File: src/rtl/reg_file_pkg.sv
`default_nettype none
// ============================================================================
// Module   : reg_file_pkg
// Brief    : Shared widths, response record and buffer depth for the
//            register-file read server.
// Revision : 1.0 - initial release
// ============================================================================
package reg_file_pkg;

    localparam int DEFAULT_DATA_W = 32;
    localparam int DEFAULT_ADDR_W = 3;
    localparam int RSP_DEPTH      = 2;

    typedef struct packed {
        logic [DEFAULT_ADDR_W-1:0] addr;
        logic [DEFAULT_DATA_W-1:0] data;
    } rsp_t;

endpackage : reg_file_pkg
`default_nettype wire

File: src/rtl/reg_file_rd_server_if.sv
`default_nettype none
// ============================================================================
// Module   : reg_file_rd_server_if
// Brief    : Write port plus handshaked read request/response bundle.
// Revision : 1.0 - initial release
// ============================================================================
interface reg_file_rd_server_if
    import reg_file_pkg::*;
#(
    parameter int DATA_W = DEFAULT_DATA_W,
    parameter int ADDR_W = DEFAULT_ADDR_W
);
    logic              wr_en;
    logic [ADDR_W-1:0] wr_addr;
    logic [DATA_W-1:0] wr_data;
    logic              rd_req_valid;
    logic              rd_req_ready;
    logic [ADDR_W-1:0] rd_addr;
    logic              rd_rsp_valid;
    logic              rd_rsp_ready;
    logic [DATA_W-1:0] rd_rsp_data;
    logic [ADDR_W-1:0] rd_rsp_addr;

    modport master (
        output wr_en, wr_addr, wr_data, rd_req_valid, rd_addr, rd_rsp_ready,
        input  rd_req_ready, rd_rsp_valid, rd_rsp_data, rd_rsp_addr
    );

    modport slave (
        input  wr_en, wr_addr, wr_data, rd_req_valid, rd_addr, rd_rsp_ready,
        output rd_req_ready, rd_rsp_valid, rd_rsp_data, rd_rsp_addr
    );
endinterface : reg_file_rd_server_if
`default_nettype wire

File: src/rtl/reg_rd_rsp_fifo2.sv
`default_nettype none
// ============================================================================
// Module   : reg_rd_rsp_fifo2
// Brief    : Two-entry response FIFO; owns the occupancy state and pointers.
// Revision : 1.0 - initial release
// ============================================================================
module reg_rd_rsp_fifo2
    import reg_file_pkg::*;
(
    input  wire logic       clk,
    input  wire logic       reset,
    input  wire logic       push,
    input  wire rsp_t       push_data,
    input  wire logic       pop,
    output logic [1:0]      count,
    output rsp_t            head
);
    localparam logic [1:0] ST_EMPTY = 2'd0;
    localparam logic [1:0] ST_ONE   = 2'd1;
    localparam logic [1:0] ST_TWO   = 2'd2;

    logic [1:0] r_state;
    logic       r_wr_ptr;
    logic       r_rd_ptr;
    rsp_t       r_mem [RSP_DEPTH];

    always_ff @(posedge clk) begin
        if (reset) begin
            r_state  <= ST_EMPTY;
            r_wr_ptr <= 1'b0;
            r_rd_ptr <= 1'b0;
            for (int i = 0; i < RSP_DEPTH; i++) begin
                r_mem[i] <= '0;
            end
        end else begin
            // When full, a same-edge push overwrites the slot being popped.
            if (push) begin
                r_mem[r_wr_ptr] <= push_data;
                r_wr_ptr        <= ~r_wr_ptr;
            end
            if (pop) begin
                r_rd_ptr <= ~r_rd_ptr;
            end
            case (r_state)
                ST_EMPTY: if (push)              r_state <= ST_ONE;
                ST_ONE: begin
                    if (push && !pop)            r_state <= ST_TWO;
                    else if (pop && !push)       r_state <= ST_EMPTY;
                end
                ST_TWO:   if (pop && !push)      r_state <= ST_ONE;
                default:                         r_state <= ST_EMPTY;
            endcase
        end
    end

    assign count = r_state;
    assign head  = r_mem[r_rd_ptr];

endmodule : reg_rd_rsp_fifo2
`default_nettype wire

File: src/rtl/reg_file_rd_server.sv
`default_nettype none
// ============================================================================
// Module   : reg_file_rd_server
// Brief    : NUM_REGS x DATA_W register file with one write port and a
//            handshaked read port backed by a 2-entry response buffer.
//            Define READ_BYPASS_EN for write-first same-address collisions.
// Revision : 1.0 - initial release
// ============================================================================
module reg_file_rd_server
    import reg_file_pkg::*;
#(
    parameter int DATA_W   = DEFAULT_DATA_W,
    parameter int ADDR_W   = DEFAULT_ADDR_W,
    parameter int NUM_REGS = 8
)(
    input  wire logic             clk,
    input  wire logic             reset,
    reg_file_rd_server_if.slave   bus
);
    if ((NUM_REGS != (1 << ADDR_W)) || (DATA_W != DEFAULT_DATA_W) ||
        (ADDR_W != DEFAULT_ADDR_W)) begin : g_param_check
        $error("reg_file_rd_server: unsupported DATA_W/ADDR_W/NUM_REGS");
    end

    logic [DATA_W-1:0] r_regs [NUM_REGS];
    logic [DATA_W-1:0] w_rd_data;
    logic [1:0]        w_count;
    logic              w_push;
    logic              w_pop;
    rsp_t              w_push_data;
    rsp_t              w_head;

    always_ff @(posedge clk) begin
        if (reset) begin
            for (int i = 0; i < NUM_REGS; i++) begin
                r_regs[i] <= '0;
            end
        end else if (bus.wr_en) begin
            r_regs[bus.wr_addr] <= bus.wr_data;
        end
    end

`ifdef READ_BYPASS_EN
    assign w_rd_data = (bus.wr_en && (bus.wr_addr == bus.rd_addr)) ?
                       bus.wr_data : r_regs[bus.rd_addr];
`else
    assign w_rd_data = r_regs[bus.rd_addr];
`endif

    // Ready looks through to the consumer so a full buffer can push and pop together.
    assign bus.rd_req_ready = (w_count != 2'd2) | bus.rd_rsp_ready;
    assign bus.rd_rsp_valid = (w_count != 2'd0);

    assign w_push           = bus.rd_req_valid & bus.rd_req_ready;
    assign w_pop            = bus.rd_rsp_valid & bus.rd_rsp_ready;
    assign w_push_data.addr = bus.rd_addr;
    assign w_push_data.data = w_rd_data;

    reg_rd_rsp_fifo2 u_rsp_fifo (
        .clk       (clk),
        .reset     (reset),
        .push      (w_push),
        .push_data (w_push_data),
        .pop       (w_pop),
        .count     (w_count),
        .head      (w_head)
    );

    assign bus.rd_rsp_data = w_head.data;
    assign bus.rd_rsp_addr = w_head.addr;

endmodule : reg_file_rd_server
`default_nettype wire

File: src/flat_wrapper.sv
// flat-port wrapper written by rule: the top's interface ports become plain ports
module reg_file_rd_server_flat import reg_file_pkg::*;
#(
    parameter int DATA_W   = DEFAULT_DATA_W,
    parameter int ADDR_W   = DEFAULT_ADDR_W,
    parameter int NUM_REGS = 8
)
  (clk, reset, bus_wr_en, bus_wr_addr, bus_wr_data, bus_rd_req_valid, bus_rd_addr, bus_rd_rsp_ready, bus_rd_req_ready, bus_rd_rsp_valid, bus_rd_rsp_data, bus_rd_rsp_addr);
  reg_file_rd_server_if #(.DATA_W(DATA_W), .ADDR_W(ADDR_W)) bus_i ();
  input  wire logic clk;
  input  wire logic reset;
  input wire logic [$bits(bus_i.wr_en)-1:0] bus_wr_en;
  input wire logic [$bits(bus_i.wr_addr)-1:0] bus_wr_addr;
  input wire logic [$bits(bus_i.wr_data)-1:0] bus_wr_data;
  input wire logic [$bits(bus_i.rd_req_valid)-1:0] bus_rd_req_valid;
  input wire logic [$bits(bus_i.rd_addr)-1:0] bus_rd_addr;
  input wire logic [$bits(bus_i.rd_rsp_ready)-1:0] bus_rd_rsp_ready;
  output wire logic [$bits(bus_i.rd_req_ready)-1:0] bus_rd_req_ready;
  output wire logic [$bits(bus_i.rd_rsp_valid)-1:0] bus_rd_rsp_valid;
  output wire logic [$bits(bus_i.rd_rsp_data)-1:0] bus_rd_rsp_data;
  output wire logic [$bits(bus_i.rd_rsp_addr)-1:0] bus_rd_rsp_addr;
  assign bus_i.wr_en = bus_wr_en;
  assign bus_i.wr_addr = bus_wr_addr;
  assign bus_i.wr_data = bus_wr_data;
  assign bus_i.rd_req_valid = bus_rd_req_valid;
  assign bus_i.rd_addr = bus_rd_addr;
  assign bus_i.rd_rsp_ready = bus_rd_rsp_ready;
  assign bus_rd_req_ready = bus_i.rd_req_ready;
  assign bus_rd_rsp_valid = bus_i.rd_rsp_valid;
  assign bus_rd_rsp_data = bus_i.rd_rsp_data;
  assign bus_rd_rsp_addr = bus_i.rd_rsp_addr;
  reg_file_rd_server #(.DATA_W(DATA_W), .ADDR_W(ADDR_W), .NUM_REGS(NUM_REGS)) u_core (.clk(clk), .reset(reset), .bus(bus_i));
endmodule
File: config.mk
export PLATFORM = sky130hd
export DESIGN_NAME = reg_file_rd_server_flat
export DESIGN_NICKNAME = d
export VERILOG_FILES = /design/src/rtl/reg_file_pkg.sv /design/src/rtl/reg_file_rd_server_if.sv /design/src/rtl/reg_rd_rsp_fifo2.sv /design/src/rtl/reg_file_rd_server.sv /design/src/flat_wrapper.sv
export SDC_FILE = /design/constraint.sdc
export NUM_CORES = 1
export LEC_CHECK = 0
export BUFFER_PORTS_ARGS = -buffer_cell sky130_fd_sc_hd__buf_2
export CAP_MARGIN = 20
export CELL_PAD_IN_SITES_DETAIL_PLACEMENT = 1
export CELL_PAD_IN_SITES_GLOBAL_PLACEMENT = 1
export CORE_MARGIN = 5
export CORE_UTILIZATION = 48
export CTS_BUF_LIST = sky130_fd_sc_hd__clkbuf_8
export DETAILED_ROUTE_END_ITERATION = 7
export PLACE_DENSITY = 0.77
export SLEW_MARGIN = 20
export SYNTH_ARGS = -nofsm -noshare
export SYNTH_HDL_FRONTEND = slang
export SYNTH_SLANG_ARGS = --single-unit
File: constraint.sdc
create_clock -name clk -period 2.2 [get_ports clk]
set_input_delay 0.22 -clock clk [delete_from_list [all_inputs] [get_ports clk]]
set_output_delay 0.22 -clock clk [all_outputs]
set_load 0.02 [all_outputs]
# Word-level counts from Yosys, hierarchy flattened
# Memory sizes are Yosys's and may differ from the RTL's. A register that Yosys moved wholly into a read port is not among the register bits.
# Cells that the tools add are included.
# Widths: inputs -> output; s select.
[op_classes]
mux = 21
bitwise = 5
eq_ne = 6
reduce_logical = 9
[ops]
columns = ["operator", "n"]
rows = [
  ["$mux 35", 1],
  ["$reduce_or 35->1", 1],
  ["$mux 32", 1],
  ["$reduce_or 32->1", 1],
  ["$mux 1", 13],
  ["$mux 2", 4],
  ["$ne 2x2->1 const B", 3],
  ["$pmux 2 s3", 1],
  ["$mux 3", 1],
  ["$ne 3x3->1 const B", 1],
  ["$reduce_and 3->1", 1],
  ["$and 1x1->1", 2],
  ["$eq 2x1->1 const B", 1],
  ["$eq 2x2->1 const B", 1],
  ["$logic_and 1x1->1", 2],
  ["$logic_not 1->1", 2],
  ["$logic_not 2->1", 1],
  ["$not 1->1", 2],
  ["$reduce_bool 2->1", 1],
  ["$or 1x1->1", 1],
]
[word_totals]
inputBits = 43
out_inout_bits = 37
mem_bits_rw = 326
mem_count = 2
wordCells = 46
reg_bits = 4
[mem_list]
columns = ["name", "depth", "word_bits", "read_ports", "rd_clocked_by_memory_dff", "write_ports", "line_no", "source"]
rows = [
  ["u_core.r_regs", 8, 32, 1, 0, 8, "reg_file_rd_server.sv:25", "logic [DATA_W-1:0] r_regs [NUM_REGS];"],
  ["u_core.u_rsp_fifo.r_mem", 2, 35, 1, 1, 2, "reg_rd_rsp_fifo2.sv:25", "rsp_t r_mem [RSP_DEPTH];"],
]

# Logic depth before layout (Yosys ltp)
[depth]
depth_word = 8
depth_mapped = 8
mapped_depth_nobuf = 8

# Modules after synthesis
# A second synthesis with hierarchy kept.
[hier_totals]
cells_unflattened = 984
hier_area_um2 = 15140.8
[by_module_without_submodules]
columns = ["module", "seq_area_each_um2", "n_inst", "area_each_um2", "cells_per_inst"]
rows = [
  ["reg_file_rd_server", 7687.4, 1, 11669.9, 733],
  ["reg_rd_rsp_fifo2", 2202.1, 1, 3470.8, 251],
]

# Worst setup path after synthesis
# OpenSTA, ideal clock, no wires.
[synth_timing]
kind = "flip-flop to flip-flop"
start = "reg u_core.u_rsp_fifo.r_state[1], in the netlist u_core.u_rsp_fifo.count[1]"
end = "mem u_core.u_rsp_fifo.r_mem[0][0] (netlist name), enable pin"
synth_period_minus_slack_ns = 2.148
required_time_ns = 1.802
setup_slack_ns = 0.052
path_buffers = 0
arrival_ns = 1.751
path_stages_with_launch = 4
setup_time_ns = 0.398
cell_sequence = "dfxtp_1 > nor3b_2 > or3_2 > nand2b_1"
[synth_lines]
columns = ["element", "line_no", "source"]
rows = [
  ["from (decl)", "reg_rd_rsp_fifo2.sv:22", "logic [1:0] r_state;"],
  ["from (signal assigned)", "reg_rd_rsp_fifo2.sv:29", "r_state <= ST_EMPTY;"],
  ["from (signal assigned)", "reg_rd_rsp_fifo2.sv:45", "ST_EMPTY: if (push) r_state <= ST_ONE;"],
  ["from (signal assigned)", "reg_rd_rsp_fifo2.sv:47", "if (push && !pop) r_state <= ST_TWO;"],
  ["to (decl)", "reg_rd_rsp_fifo2.sv:25", ""],
]

==> reports/metrics.cfg <==
[status]
outcome=finished, final reports clean

[timing]
worst_slew_pin_slew_ns=0.467
hold_viol=0
finClkSkew_ns=0.0261
fin_hold_ws_ns=0.0213
slew-limit-headroom_pct=68.6
setup_slack_ns=0.179
fin_tns_setup_ns=0
fin_crit_sh_pct=91.9
setup_violations=0
fin_crit_ns=2.02
clock.fmax_ghz=0.495
final_max_slew_viol_count=0
grt_setup_unrepaired=false

[drt]
wire_per_inst_um=23.4
drc=0
first_pass_iters=4
vias_per_cell=5.53
routed_wl_um=36700
final_antenna_net_count=0
drtIter0Drc=441
num_vias=8689

[worst_setup_path]
r2r-end=u_core.u_rsp_fifo.r_mem[0][15]$_SDFFCE_PN0P_
r2r_slack_ns=0.46
ff2ff_path_depth=4
cp-start-kind=flop
worstSetupPathType=reg2out
crit_arrival_ns=1.80
r2r_start=u_core.u_rsp_fifo.count[1]$_SDFFE_PP0P_
cp_max_fo=20
critPathRequiredTime_ns=1.98
crit_path_end_kind=primary output

[synthesis]
synth-seq-cells=331
synthCells=1003
synthArstFlopShare_pct=0
syn_area_um2=14900
synth_compound_area_share_pct=3.43
synth.avg_cell_area_um2=14.9
ys_types=37
synth_edf_count=326
synth_xor_xnor_area_share_pct=0.0587
ys_seq_area_share_pct=66.3
synth_ff_type=edfxtp_1
synthMuxAreaShare_pct=11.8
syn-num-nets=1048
yosys_warnings=0
synth_top_family_by_area=simple AND/OR/NAND/NOR gates
synthAdderAreaFrac_pct=0.168
synth-simple-area-share_pct=15.7

[final_layout]
post-route-util_pct=55.5
layout_commonest_cell=edfxtp_1
drive_gt1_share_pct=29.5
mostFrequentLayoutCells=edfxtp_1, and2_1, mux2_2
final_cells=1570
area_growth_pct=14.1
num-fill-cells=2973
final_nets=1173

[clock_network]
clk_latency_ns=0.60
path_clk_slew_ns=0.06
clockRootBuffer=clkbuf_8
cts_hold_buffers=11
cts_made_buffers=54
htree_levels=2
cts.repair.resized=0
cts.sinks=331
postCtsSetupBuffers=0
cts_tree=yes
clock_path_buffers=3

[floorplanning]
ioPinCount=80
dieHeight_um=186
dieArea_um2=34700
rows=64
die_w_um=186
start_util_pct=48.6
core_area_um2=30700

[run]
cap_violations=0

[worst_hold_path]
holdPathStages=2
hold_path_end=u_core.r_regs[7][14]$_SDFFCE_PN0P_
hold_path.startpoint=bus_wr_data[14]
min_path_type=in2reg

[placed_design]
placedCellCount=1457
dp_slack_ns=0.274
io_buffers=79
dp_hpwl_um=22200
gp_congestion=0.751

[global_routing]
grt_pass1_vias=9613
grt_usage_pct=21.3
antenna_found_initial=2
grt_max_degree=46
grt_pass1_wl_um=55700
gr-total-overflow=0

[pwr]
power_density_nw_per_um2=808
leakagePower_uw=0.00651
ir_drop_mv=0.481

-- power breakdown --
| part | internal (µW) | switching, µW |
|---|---|---|
| combinational | 537 | 858 |
| sequential | 7350 | 112 |
| clock | 2480 | 2410 |
-- through the flow --
step                      total power [µW]  instance area [µm²]
after floorplan                       8420                14900
after global placement                8910                15900
after detailed placement              8990                15900
after CTS                            13900                17000
after global routing                 14300                17000
final                                13800                17000
-- logic make-up (layout without fill, tap and decap cells) --
logic type,after synthesis,count (layout)
xor gates and xnor gates,1,1
adders and majority gates,2,2
and+or+nand+nor,365,365
DFF,331,331
other,0,1
buffers and inverters,71,241
AOI/OAI and AO/OA,69,69
muxes,164,164
-- how the worst max path moves through the flow --
stage / end / slack [ns] / depth (start not counted) / start
after detailed placement: u_core.r_regs[6][15]$_SDFFCE_PN0P_ / 0.27 / 5 / reset
after global routing: bus_rd_rsp_data[28] / 0.1 / 3 / flop
after floorplan: u_core.u_rsp_fifo.r_mem[0][0]$_SDFFCE_PN0P_ / 0.05 / 3 / u_core.u_rsp_fifo.count[1]$_SDFFE_PP0P_
after global placement: u_core.r_regs[6][18]$_SDFFCE_PN0P_ / 0.32 / 5 / reset
after CTS: bus_rd_rsp_data[28] / 0.12 / 3 / flop
final: bus_rd_rsp_data[28] / 0.18 / 3 / flop
-- registers in the layout (all words and copies together) (netlist names), named ones only --
register	flops
u_core.u_rsp_fifo.r_mem	70
u_core.r_regs	256
u_core.u_rsp_fifo.r_rd_ptr	1
u_core.u_rsp_fifo.r_wr_ptr	1
u_core.u_rsp_fifo.count	2
-- layer usage --
layer	vias to the layer above	global-route usage, %	part of all wire (%)
met5	-	0	0.035
met4	2	6.21	2.1
met3	60	3.05	4.0
met2	189	38.3	52
met1	4470	26.8	42
li1	3968	-	-
-- cells in the mapped netlist, types with 11 or more instances --
| master | count | area, µm² |
|---|---|---|
| a22o_1 | 31 | 272 |
| and2_1 | 256 | 1600 |
| buf_2 | 13 | 65.1 |
| clkbuf_1 | 28 | 105 |
| edfxtp_1 | 326 | 9790 |
| mux2_2 | 99 | 1110 |
| mux2i_1 | 65 | 651 |
| nor2_1 | 11 | 41.3 |
| nor3_1 | 37 | 185 |
| nor3_2 | 28 | 280 |
| o22ai_1 | 31 | 194 |
-- cell type report --
type | count | area (µm²) | share of cell area (%)
Sequential cell | 331 | 9890 | 58.1
Tap cell | 396 | 495 | 2.91
Clock inverter | 45 | 216 | 1.27
Antenna cell | 1 | 2.50 | 0.0147
Inverter | 8 | 30.0 | 0.176
Multi-Input combinational cell | 601 | 4680 | 27.5
Timing Repair Buffer | 132 | 940 | 5.52
Clock buffer | 56 | 771 | 4.53
-- critical path: stages (launching register included) --
cell,delay [ns]
dfxtp_2,0.32
buf_4,0.31
mux2_2,0.42
buf_2,0.17
No activity file was read; power rests on OpenSTA's default activity.
